## src/rtl/rf_key_writer.sv

```systemverilog
// Debounced pushbutton write sequencer: one single-cycle WEN per accepted key press,
// with wsel/wdat captured from synchronized switches on acceptance and held until the next press.
module rf_key_writer #(
    parameter int DEBOUNCE_CYCLES = 500000,
    parameter int DW              = 32
) (
    input  logic          CLK,
    input  logic          RST,
    input  logic          key_n,
    input  logic [4:0]    wsel_in,
    input  logic [DW-1:0] wdat_in,
    output logic [4:0]    wsel,
    output logic [DW-1:0] wdat,
    output logic          WEN,
    output logic          busy,
    output logic [7:0]    write_count
);
    localparam int CW = $clog2(DEBOUNCE_CYCLES + 1);
    localparam logic [CW-1:0] CNT_LAST = CW'(DEBOUNCE_CYCLES - 1);

    localparam logic [2:0] S_IDLE       = 3'd0;
    localparam logic [2:0] S_PRESS_WAIT = 3'd1;
    localparam logic [2:0] S_WRITE      = 3'd2;
    localparam logic [2:0] S_HELD       = 3'd3;
    localparam logic [2:0] S_REL_WAIT   = 3'd4;

    logic [2:0]    state;
    logic [CW-1:0] cnt;
    logic          key_m, key_s;
    logic [4:0]    wsel_m, wsel_s;
    logic [DW-1:0] wdat_m, wdat_s;

    // Key sync resets to 1 so a reset never looks like a press on its own.
    always_ff @(posedge CLK or posedge RST) begin
        if (RST) begin
            key_m  <= 1'b1;
            key_s  <= 1'b1;
            wsel_m <= '0;
            wsel_s <= '0;
            wdat_m <= '0;
            wdat_s <= '0;
        end else begin
            key_m  <= key_n;
            key_s  <= key_m;
            wsel_m <= wsel_in;
            wsel_s <= wsel_m;
            wdat_m <= wdat_in;
            wdat_s <= wdat_m;
        end
    end

    always_ff @(posedge CLK or posedge RST) begin
        if (RST) begin
            state       <= S_IDLE;
            cnt         <= '0;
            wsel        <= '0;
            wdat        <= '0;
            WEN         <= 1'b0;
            write_count <= '0;
        end else begin
            WEN <= 1'b0;
            case (state)
                S_IDLE: begin
                    if (!key_s) begin
                        state <= S_PRESS_WAIT;
                        cnt   <= '0;
                    end
                end
                S_PRESS_WAIT: begin
                    if (key_s) begin
                        state <= S_IDLE;
                    end else if (cnt == CNT_LAST) begin
                        // WEN and the count are registered alongside entry into WRITE
                        state       <= S_WRITE;
                        wsel        <= wsel_s;
                        wdat        <= wdat_s;
                        WEN         <= 1'b1;
                        write_count <= write_count + 8'd1;
                    end else begin
                        cnt <= cnt + 1'b1;
                    end
                end
                S_WRITE: state <= S_HELD;
                S_HELD: begin
                    if (key_s) begin
                        state <= S_REL_WAIT;
                        cnt   <= '0;
                    end
                end
                S_REL_WAIT: begin
                    if (!key_s) begin
                        state <= S_HELD;
                    end else if (cnt == CNT_LAST) begin
                        state <= S_IDLE;
                    end else begin
                        cnt <= cnt + 1'b1;
                    end
                end
                default: state <= S_IDLE;
            endcase
        end
    end

    assign busy = (state != S_IDLE);
endmodule

```

## config.mk

```make
export PLATFORM = sky130hd
export DESIGN_NAME = rf_key_writer
export DESIGN_NICKNAME = d
export VERILOG_FILES = /design/src/rtl/rf_key_writer.sv
export SDC_FILE = /design/constraint.sdc
export NUM_CORES = 1
export LEC_CHECK = 0
export BUFFER_PORTS_ARGS = -buffer_cell sky130_fd_sc_hd__buf_2
export CAP_MARGIN = 10
export CORE_UTILIZATION = 55
export DETAILED_ROUTE_END_ITERATION = 10
export PLACE_DENSITY = 0.76
export SETUP_SLACK_MARGIN = 0.3
export SYNTH_ARGS = -nofsm -noshare
export SYNTH_HDL_FRONTEND = slang
export SYNTH_SLANG_ARGS = --single-unit
```

## constraint.sdc

```tcl
create_clock -name CLK -period 5.8 [get_ports CLK]
set_input_delay 1.16 -clock CLK [delete_from_list [all_inputs] [get_ports CLK]]
set_output_delay 1.16 -clock CLK [all_outputs]
set_load 0.05 [all_outputs]
```

# [Word level (Yosys, flattened, before mapping)]
# Cells that the tools add are included.
[classes] add_sub_neg=2 mul=0 div_mod_pow=0 order_cmp=0 eq_ne=11 n_shift=0 mux=16 bitwise=1 n_reduce_logical=6
[op_table] operator="19-bit 2-to-1 mux" count=5
[op_table] operator="19-bit case mux with 4 select lines" count=1
[op_table] operator="19-bit by 1-bit adder with 19-bit output (second input constant)" count=1
[op_table] operator="19-bit == test (second input constant)" count=1
[op_table] operator="3-bit 2-to-1 mux" count=6
[op_table] operator="3-bit case mux with 5 select lines" count=1
[op_table] operator="8-bit by 1-bit adder with 8-bit output (second input constant)" count=1
[op_table] operator="2-bit != test (second input constant)" count=4
[op_table] operator="3-bit by 2-bit == test with 1-bit output (second input constant)" count=2
[op_table] operator="3-bit != test (second input constant)" count=2
[op_table] operator="5-bit AND reduction" count=1
[op_table] operator="4-bit AND reduction" count=1
[op_table] operator="4-bit nonzero test" count=1
[op_table] operator="3-bit by 1-bit == test with 1-bit output (second input constant)" count=1
[op_table] operator="3-bit == test (second input constant)" count=1
[op_table] operator="3-bit zero test" count=1
[op_table] operator="1-bit 2-to-1 mux" count=3
[op_table] operator="3-bit AND reduction" count=1
[op_table] operator="3-bit nonzero test" count=1
[op_table] operator="1-bit NOT" count=1
[word_totals] reg_bits=144 latch_bits=0 mem_bits_rw=0 mem_bits_ro=0 elab_cells=48 n_memories=0

# [Longest topological paths before layout]
# Gate-level depths: netlist (run 1).
[logic_depth] depth_word=4 depth_mapped=8 mapped_depth_nobuf=6

# [Least setup slack after synthesis (run 1)]
# Ideal clock, no wire load.
[synth_timing] path_kind="flip-flop to output port" startpoint="register state[0]" endpoint="output busy" arrival_time_ns=1.118 path_slack_ns=3.522 stages_incl_launch_ff=3 path_buffers=1 path_cell_list="dfrtp_1 -> clkbuf_1 -> or3_1"
[synth_via] elab_chain_len=1
[synth_lines] element="start: declaration" line="27" source="logic [2:0] state;"
[synth_lines] element="start signal: assignment" line="54" source="state <= S_IDLE;"
[synth_lines] element="start signal: assignment" line="65" source="state <= S_PRESS_WAIT;"
[synth_lines] element="start signal: assignment" line="71" source="state <= S_IDLE;"
[synth_lines] element="3-bit nonzero test" line="104" source="assign busy = (state != S_IDLE);"
[synth_lines] element="end: declaration" line="15" source="output logic busy,"
# No other way between the ends.

# [Worst setup path after layout (run 1)]
[layout_timing] startpoint="register cnt[11]" endpoint="register wdat[8]"
[layout_via] elab_chain_len=2
[layout_lines] element="start: declaration" line="28" source="logic [CW-1:0] cnt;"
[layout_lines] element="start signal: assignment" line="80" source="cnt <= cnt + 1'b1;"
[layout_lines] element="start signal: assignment" line="96" source="cnt <= cnt + 1'b1;"
[layout_lines] element="19-bit == test" line="72" source="end else if (cnt == CNT_LAST) begin"
[layout_lines] element="3-bit AND reduction (no line)"
[layout_lines] element="end signal: assignment" line="76" source="wdat <= wdat_s;"
[layout_lines] element="end: declaration" line="13" source="output logic [DW-1:0] wdat,"
# No other way between the ends.
# A chain may end at the register's enable or synchronous reset.

==> results by group, run 1 <==
Outcome
  – Status: finished with violations
  – Failing checks: DRC

STA
  – Crit path time final: 2.97 ns
  – Fin crit share: 51.2%
  – RSZ-0062 raised after global routing: no
  – Setup Skew: 0.00881 ns
  – Setup violations, final: 0
  – Slew @ Worst Pin: 1.17 ns
  – Max Clk Rate: 0.337 GHz
  – Slew HR: 22.1%
  – Final hold vios: 0
  – Fin Setup TNS: 0 ns
  – Final setup margin: 2.83 ns
  – Final Slew Violations: 0

Floorplan
  – Die area: 9550 µm²
  – I/O pin count: 87
  – Row Count: 34
  – Die Y: 97.7 µm
  – Die Wd: 97.7 µm
  – Core ar.: 8810 µm²
  – Initial Util: 57.2%

Final layout
  – Layout cell share with drive strength beyond 1: 38.5%
  – Area Overhead vs Synth: 21.3%
  – # diodes: 0
  – Nets: 473
  – Core Util, Final: 69.4%
  – Layout fillers: 609

Detailed routing
  – Met2 wire len: 4.13 mm
  – # DRC: 12
  – Vias per cell: 5.56
  – Met3 Wirelength: 465 µm
  – Vias: 3,067
  – Final ANT Viol Nets: 0
  – First-iteration detailed-routing DRC count: 143
  – Total length of routed wires: 8.82 mm
  – WL met1: 4.02 mm
  – First-pass iteration count of the detailed router: 7
  – Max layer used: met4
  – DR WL/cell: 16.0 µm

GRT
  – Pin count of the biggest net entering global routing: 102
  – Overall global routing resource usage: 20.5%
  – Vias in the first global route: 2,975
  – Initial antenna violation count: 0
  – First-pass GRT wire length: 14.8 mm
  – GRT overflow: 0

Worst hold path
  – Depth of the worst hold-timing path: 0
  – Hold Startpoint: wsel_m[1]$_DFF_PP0_
  – WHS Endpoint: wsel_s[1]$_DFF_PP0_
  – Worst hold path type: register to register

Logic synthesis
  – Post-synthesis sequential area ratio: 71.6%
  – Post-synthesis cell count: 336
  – Mapped Nets: 378
  – Main flop type after synthesis: dfrtp_1
  – Yosys warns: 0
  – Syn_area_per_cell: 15.0 µm²
  – Number of synthesized flops with an enable pin: 0
  – Synth cell types: 49
  – Cells taking the most area after synthesis: dfrtp_1, mux2_2, nand2_1
  – Asr flop ratio synth: 100%
  – Synthesis-stage register bit count: 144
  – Synth Cell Area: 5040 µm²
  – Post-synth top area share: 70.5%
  – Top cell type by total area after synthesis: dfrtp_1

Clock tree
  – CTS tree: built
  – CTS Sinks: 144
  – CTS root buffer: clkbuf_8
  – Cts repair resizes: 0
  – Clk slew on worst S/H paths: 0.06 ns
  – CTS H-tree lvls: 4
  – Clock buffer count from CTS: 17
  – CTS Buffer Depth: 2
  – Postcts setup bufs: 0
  – Hold_buf cts: 0
  – Skew-Pair Late Insertion Delay: 0.52 ns

Setup path
  – Crit Reg-Reg Endpoint: wdat[8]$_DFFE_PP0P_
  – Crit path kind: register to register
  – WP data required: 6.20 ns
  – CP startpoint kind: register
  – Reg2Reg Setup Slack: 2.83 ns
  – Critical Path Fanout Max: 26
  – CP Capture Type: register
  – R2R Path Start: cnt[11]$_DFFE_PP0P_
  – R2r worst-path depth: 5
  – Worst EP arrival: 3.36 ns

Placed design
  – Post-DP HPWL: 5.62 mm
  – Routability Congestion: 0.844
  – Port Buffer Count: 86
  – Pre-CTS WS: 2.82 ns

Pwr
  – Leakage: 0.00306 µW
  – Total Power: 2140 µW
  – Peak supply drop: 0.197 mV
  – Power density cells: 350 nW/µm²

Flow run
  – Max cap viols: 0
==> cells in the final DEF, fill, tap and decap left out, types with 6 or more instances in the layout <==
cell	instances
clkbuf_16	16
xnor2_1	6
a21oi_1	6
nand3_1	12
nor2_1	14
o21ai_0	9
a21o_1	6
dfrtp_1	142
and3_1	7
nand4_1	6
buf_2	86
mux2_2	38
nand2_1	17
==> how the worst max path moves through the flow <==
stage	slack [ns]	startpoint	endpoint
2_1_floorplan	0.78	RST	WEN$_DFF_PP0_
3_5_place_dp	2.82	cnt[11]$_DFFE_PP0P_	wdat[16]$_DFFE_PP0P_
5_1_grt	2.64	cnt[0]$_DFFE_PP0P_	wdat[16]$_DFFE_PP0P_
6_report	2.83	cnt[11]$_DFFE_PP0P_	wdat[8]$_DFFE_PP0P_
3_3_place_gp	2.91	cnt[11]$_DFFE_PP0P_	wdat[30]$_DFFE_PP0P_
4_1_cts	2.80	cnt[11]$_DFFE_PP0P_	wdat[8]$_DFFE_PP0P_
==> flip-flops by register name, summed over array words and instances, names as in the netlist <==
name         count
wdat            32
wdat_m          32
wdat_s          32
cnt             19
write_count      8
wsel             5
wsel_m           5
wsel_s           5
state            3
WEN              1
key_m            1
key_s            1
==> synthesized netlist by cell type, types with 3 or more instances <==
cell type / count
a21o_1: 6
a21oi_1: 6
a31oi_1: 4
and3_1: 7
and4_1: 3
buf_2: 3
buf_6: 5
clkbuf_1: 3
dfrtp_1: 142
inv_1: 3
mux2_2: 38
mux2i_1: 4
nand2_1: 17
nand3_1: 12
nand4_1: 6
nor2_1: 14
nor3_1: 4
o21ai_0: 9
or2_2: 4
or3_1: 3
xnor2_1: 6
==> power by group <==
part	leakage (µW)	switching [µW]	internal (µW)
registers	0.00183	10.2	1030
clock network	0.000274	424	612
logic	0.000961	38.1	18.1
total	0.00306	473	1660
==> cell families after synthesis <==
group / synth area share (%)
adders and majority gates: 0.497
DFF: 71.6
buffers and inverters: 2.01
AOI/OAI and AO/OA: 5.76
and+or+nand+nor: 9.64
muxes: 9.29
xor gates and xnor gates: 1.22
==> layout make-up <==
class | count | area, µm² | share of cell area [%]
Sequential cell | 144 | 3610 | 59.0
Multi-Input combinational cell | 177 | 1330 | 21.8
Clock buffer | 20 | 455 | 7.45
Timing Repair Buffer | 88 | 445 | 7.29
Tap cell | 108 | 135 | 2.21
Clock inverter | 12 | 123 | 2.01
Inverter | 3 | 16.3 | 0.266
==> per-stage QoR <==
step | cell area, µm² | instances | hold WS [ns]
final | 6110 | 552 | 0.343
after global placement | 5530 | 520 | 0.331
after CTS | 6110 | 552 | 0.344
after floorplan | 5040 | 336 | 0.331
after detailed placement | 5530 | 520 | 0.335
after global routing | 6110 | 552 | 0.350
==> routing by layer <==
layer	track usage, %	up-vias
li1	-	1390
met1	28.3	1560
met2	30.5	95
met3	5.54	22
met4	10.0	0
met5	0	-
==> critical path, stage by stage, from the launching register on <==
cell     delay, ns
dfrtp_1       0.43
nor4b_2       0.36
and4_1        0.38
nor3b_4       0.81
buf_4         0.47
mux2_2        0.39
Note: power is estimated with default switching activity, not from simulation.
==> inputs of run 2 (changes only) <==
==> constraint.sdc (replaced) <==
create_clock -name CLK -period 3.1 [get_ports CLK]
set_input_delay 0.62 -clock CLK [delete_from_list [all_inputs] [get_ports CLK]]
set_output_delay 0.62 -clock CLK [all_outputs]
set_load 0.05 [all_outputs]
==> run 2 against run 1 <==
Against the previous run: the run still ends with DRC left; clock power grew 97%; routed wire length up 1.5%; design area increased by 1.4%; maximum frequency rose by 26%; sequential share of layout area shrank 0.81 points; worst hold slack got worse by 0.13 ns; final cell count rose by 0.72%; register-to-register slack got worse by 2.1 ns; sequential power is 88% higher; critical path type unchanged; largest cell class unchanged.
==> results by group, run 2 (same netlist as run 1, synthesis figures left out) <==
Clock tree
  – Cts repair resizes: 0 (unchanged)
  – CTS Buffer Depth: 2 (unchanged)
  – Postcts setup bufs: 0 (unchanged)
  – Clock buffer count from CTS: 17 (unchanged)
  – Hold_buf cts: 0 (unchanged)
  – CTS H-tree lvls: 4 (unchanged)
  – CTS root buffer: clkbuf_8
  – Skew-Pair Late Insertion Delay: 0.51 ns (about the same)
  – Clk slew on worst S/H paths: 0.06 ns (about the same)
  – CTS tree: built
  – CTS Sinks: 144 (unchanged)

Floorplan
  – Die Y: 97.7 µm (unchanged)
  – Initial Util: 57.2% (unchanged)
  – Die area: 9550 µm² (unchanged)
  – Row Count: 34 (unchanged)
  – Die Wd: 97.7 µm (unchanged)
  – Core ar.: 8810 µm² (unchanged)
  – I/O pin count: 87 (unchanged)

STA
  – Final Slew Violations: 0 (unchanged)
  – Setup violations, final: 0 (unchanged)
  – Max Clk Rate: 0.424 GHz (+26%)
  – Slew HR: 42.9% (+21 points)
  – Final hold vios: 0 (unchanged)
  – RSZ-0062 raised after global routing: no
  – Slew @ Worst Pin: 0.855 ns (-0.311 ns)
  – Setup Skew: 0.0118 ns (+0.00297 ns)
  – Crit path time final: 2.36 ns (-0.609 ns)
  – Fin Setup TNS: 0 ns (unchanged)
  – Fin crit share: 76.1% (+25 points)

Setup path
  – Worst EP arrival: 2.78 ns (-0.58 ns)
  – WP data required: 3.52 ns (-2.68 ns)
  – Critical Path Fanout Max: 20 (-23%)
  – CP Capture Type: register
  – CP startpoint kind: register
  – Crit path kind: register to register

Flow run
  – Max cap viols: 0 (unchanged)

Pwr
  – Peak supply drop: 0.419 mV (+110%)
  – Total Power: 4120 µW (+93%)
  – Leakage: 0.00310 µW (+1.2%)
  – Power density cells: 665 nW/µm² (+90%)

Worst hold path
  – Worst hold path type: input pin to register

Final layout
  – Leading cell type in the layout, fill and taps excluded: dfrtp_1
  – Commonest cells after routing, fill and taps aside: dfrtp_1, buf_2, mux2_2
  – Area Overhead vs Synth: 23.0%
  – Layout cell share with drive strength beyond 1: 38.8% (+0.33 points)
  – Top flop regs: wdat: 32 flops, wdat_m: 32 flops, wdat_s: 32 flops
  – Nets: 477 (+0.85%)
  – # diodes: 0 (unchanged)

Detailed routing
  – Total length of routed wires: 8.95 mm (+1.5%)
  – Vias: 3,014 (-1.7%)
  – First-pass iteration count of the detailed router: 7 (unchanged)
  – First-iteration detailed-routing DRC count: 131 (-8.4%)
  – DR WL/cell: 16.1 µm (+0.74%)
  – # DRC: 16 (+4)
  – Final ANT Viol Nets: 0 (unchanged)
  – Vias per cell: 5.42 (-2.4%)

Placed design
  – Routability Congestion: 0.824 (-2.4%)
  – Post-DP HPWL: 5.61 mm (-0.25%)
  – Port Buffer Count: 86 (unchanged)

GRT
  – Vias in the first global route: 3,092 (+3.9%)
  – Overall global routing resource usage: 20.7% (+0.19 points)
  – First-pass GRT wire length: 15.0 mm (+1.4%)
  – Pin count of the biggest net entering global routing: 65 (-36%)
  – GRT overflow: 0 (unchanged)
  – Initial antenna violation count: 0 (unchanged)

Outcome
  – Failing checks: DRC
  – Status: finished with violations
run 2: worst paths after layout:
check                                     startpoint                   end  slack, ns  depth (start not counted)
max in group asynchronous                        RST   cnt[18]$_DFFE_PP0P_       2.05                          3
min in group asynchronous                        RST  wdat_s[20]$_DFF_PP0_       0.28                          2
worst max-delay path            state[0]$_DFFE_PP0P_    cnt[7]$_DFFE_PP0P_       0.74                          6
worst min register to register  wdat_m[30]$_DFF_PP0_  wdat_s[30]$_DFF_PP0_       0.35                          0
worst min-delay path                           key_n       key_m$_DFF_PP1_       0.21                          1
worst max register to register  state[0]$_DFFE_PP0P_    cnt[7]$_DFFE_PP0P_       0.74                          6
run 2: metrics by stage:
step	hold slack, ns	area, µm²	setup slack (ns)	util, %	instances
after floorplan	0.331	5040	0.677	-	336
after global placement	0.331	5590	0.877	63.4	524
after detailed placement	0.335	5590	0.836	63.4	524
after global routing	0.174	6200	0.586	70.4	556
after CTS	0.186	6200	0.771	70.4	556
final	0.208	6200	0.741	70.4	556
run 2: critical path, cell delays in order, from the launching register on:
cell and delay [ns]:
dfrtp_1 0.50, or3b_1 0.39, a21o_1 0.24, a21oi_2 0.65, buf_4 0.26, a21oi_1 0.07, mux2i_1 0.16
run 2: where the power goes:
part           total [µW]  internal [µW]  switching [µW]
Sequential           1950           1930            19.8
Combinational         110           39.6            70.4
Clock                2050           1260             788
run 2: area by class of cell:
type                       count  area [µm²]
fill                         581        2610
sequential                   144        3610
clock buffer                  19         432
tap                          108         135
clock inverter                13         178
inverter                       3        15.0
timing repair buffer          92         500
multi-input combinational    177        1330
run 2: per-layer routing:
layer,global-route usage (%),routed length (µm),up-vias
met5,0,0,-
met4,8.16,77,0
met3,6.69,488,4
li1,-,-,1395
met2,33.3,4520,94
met1,26.3,3860,1521
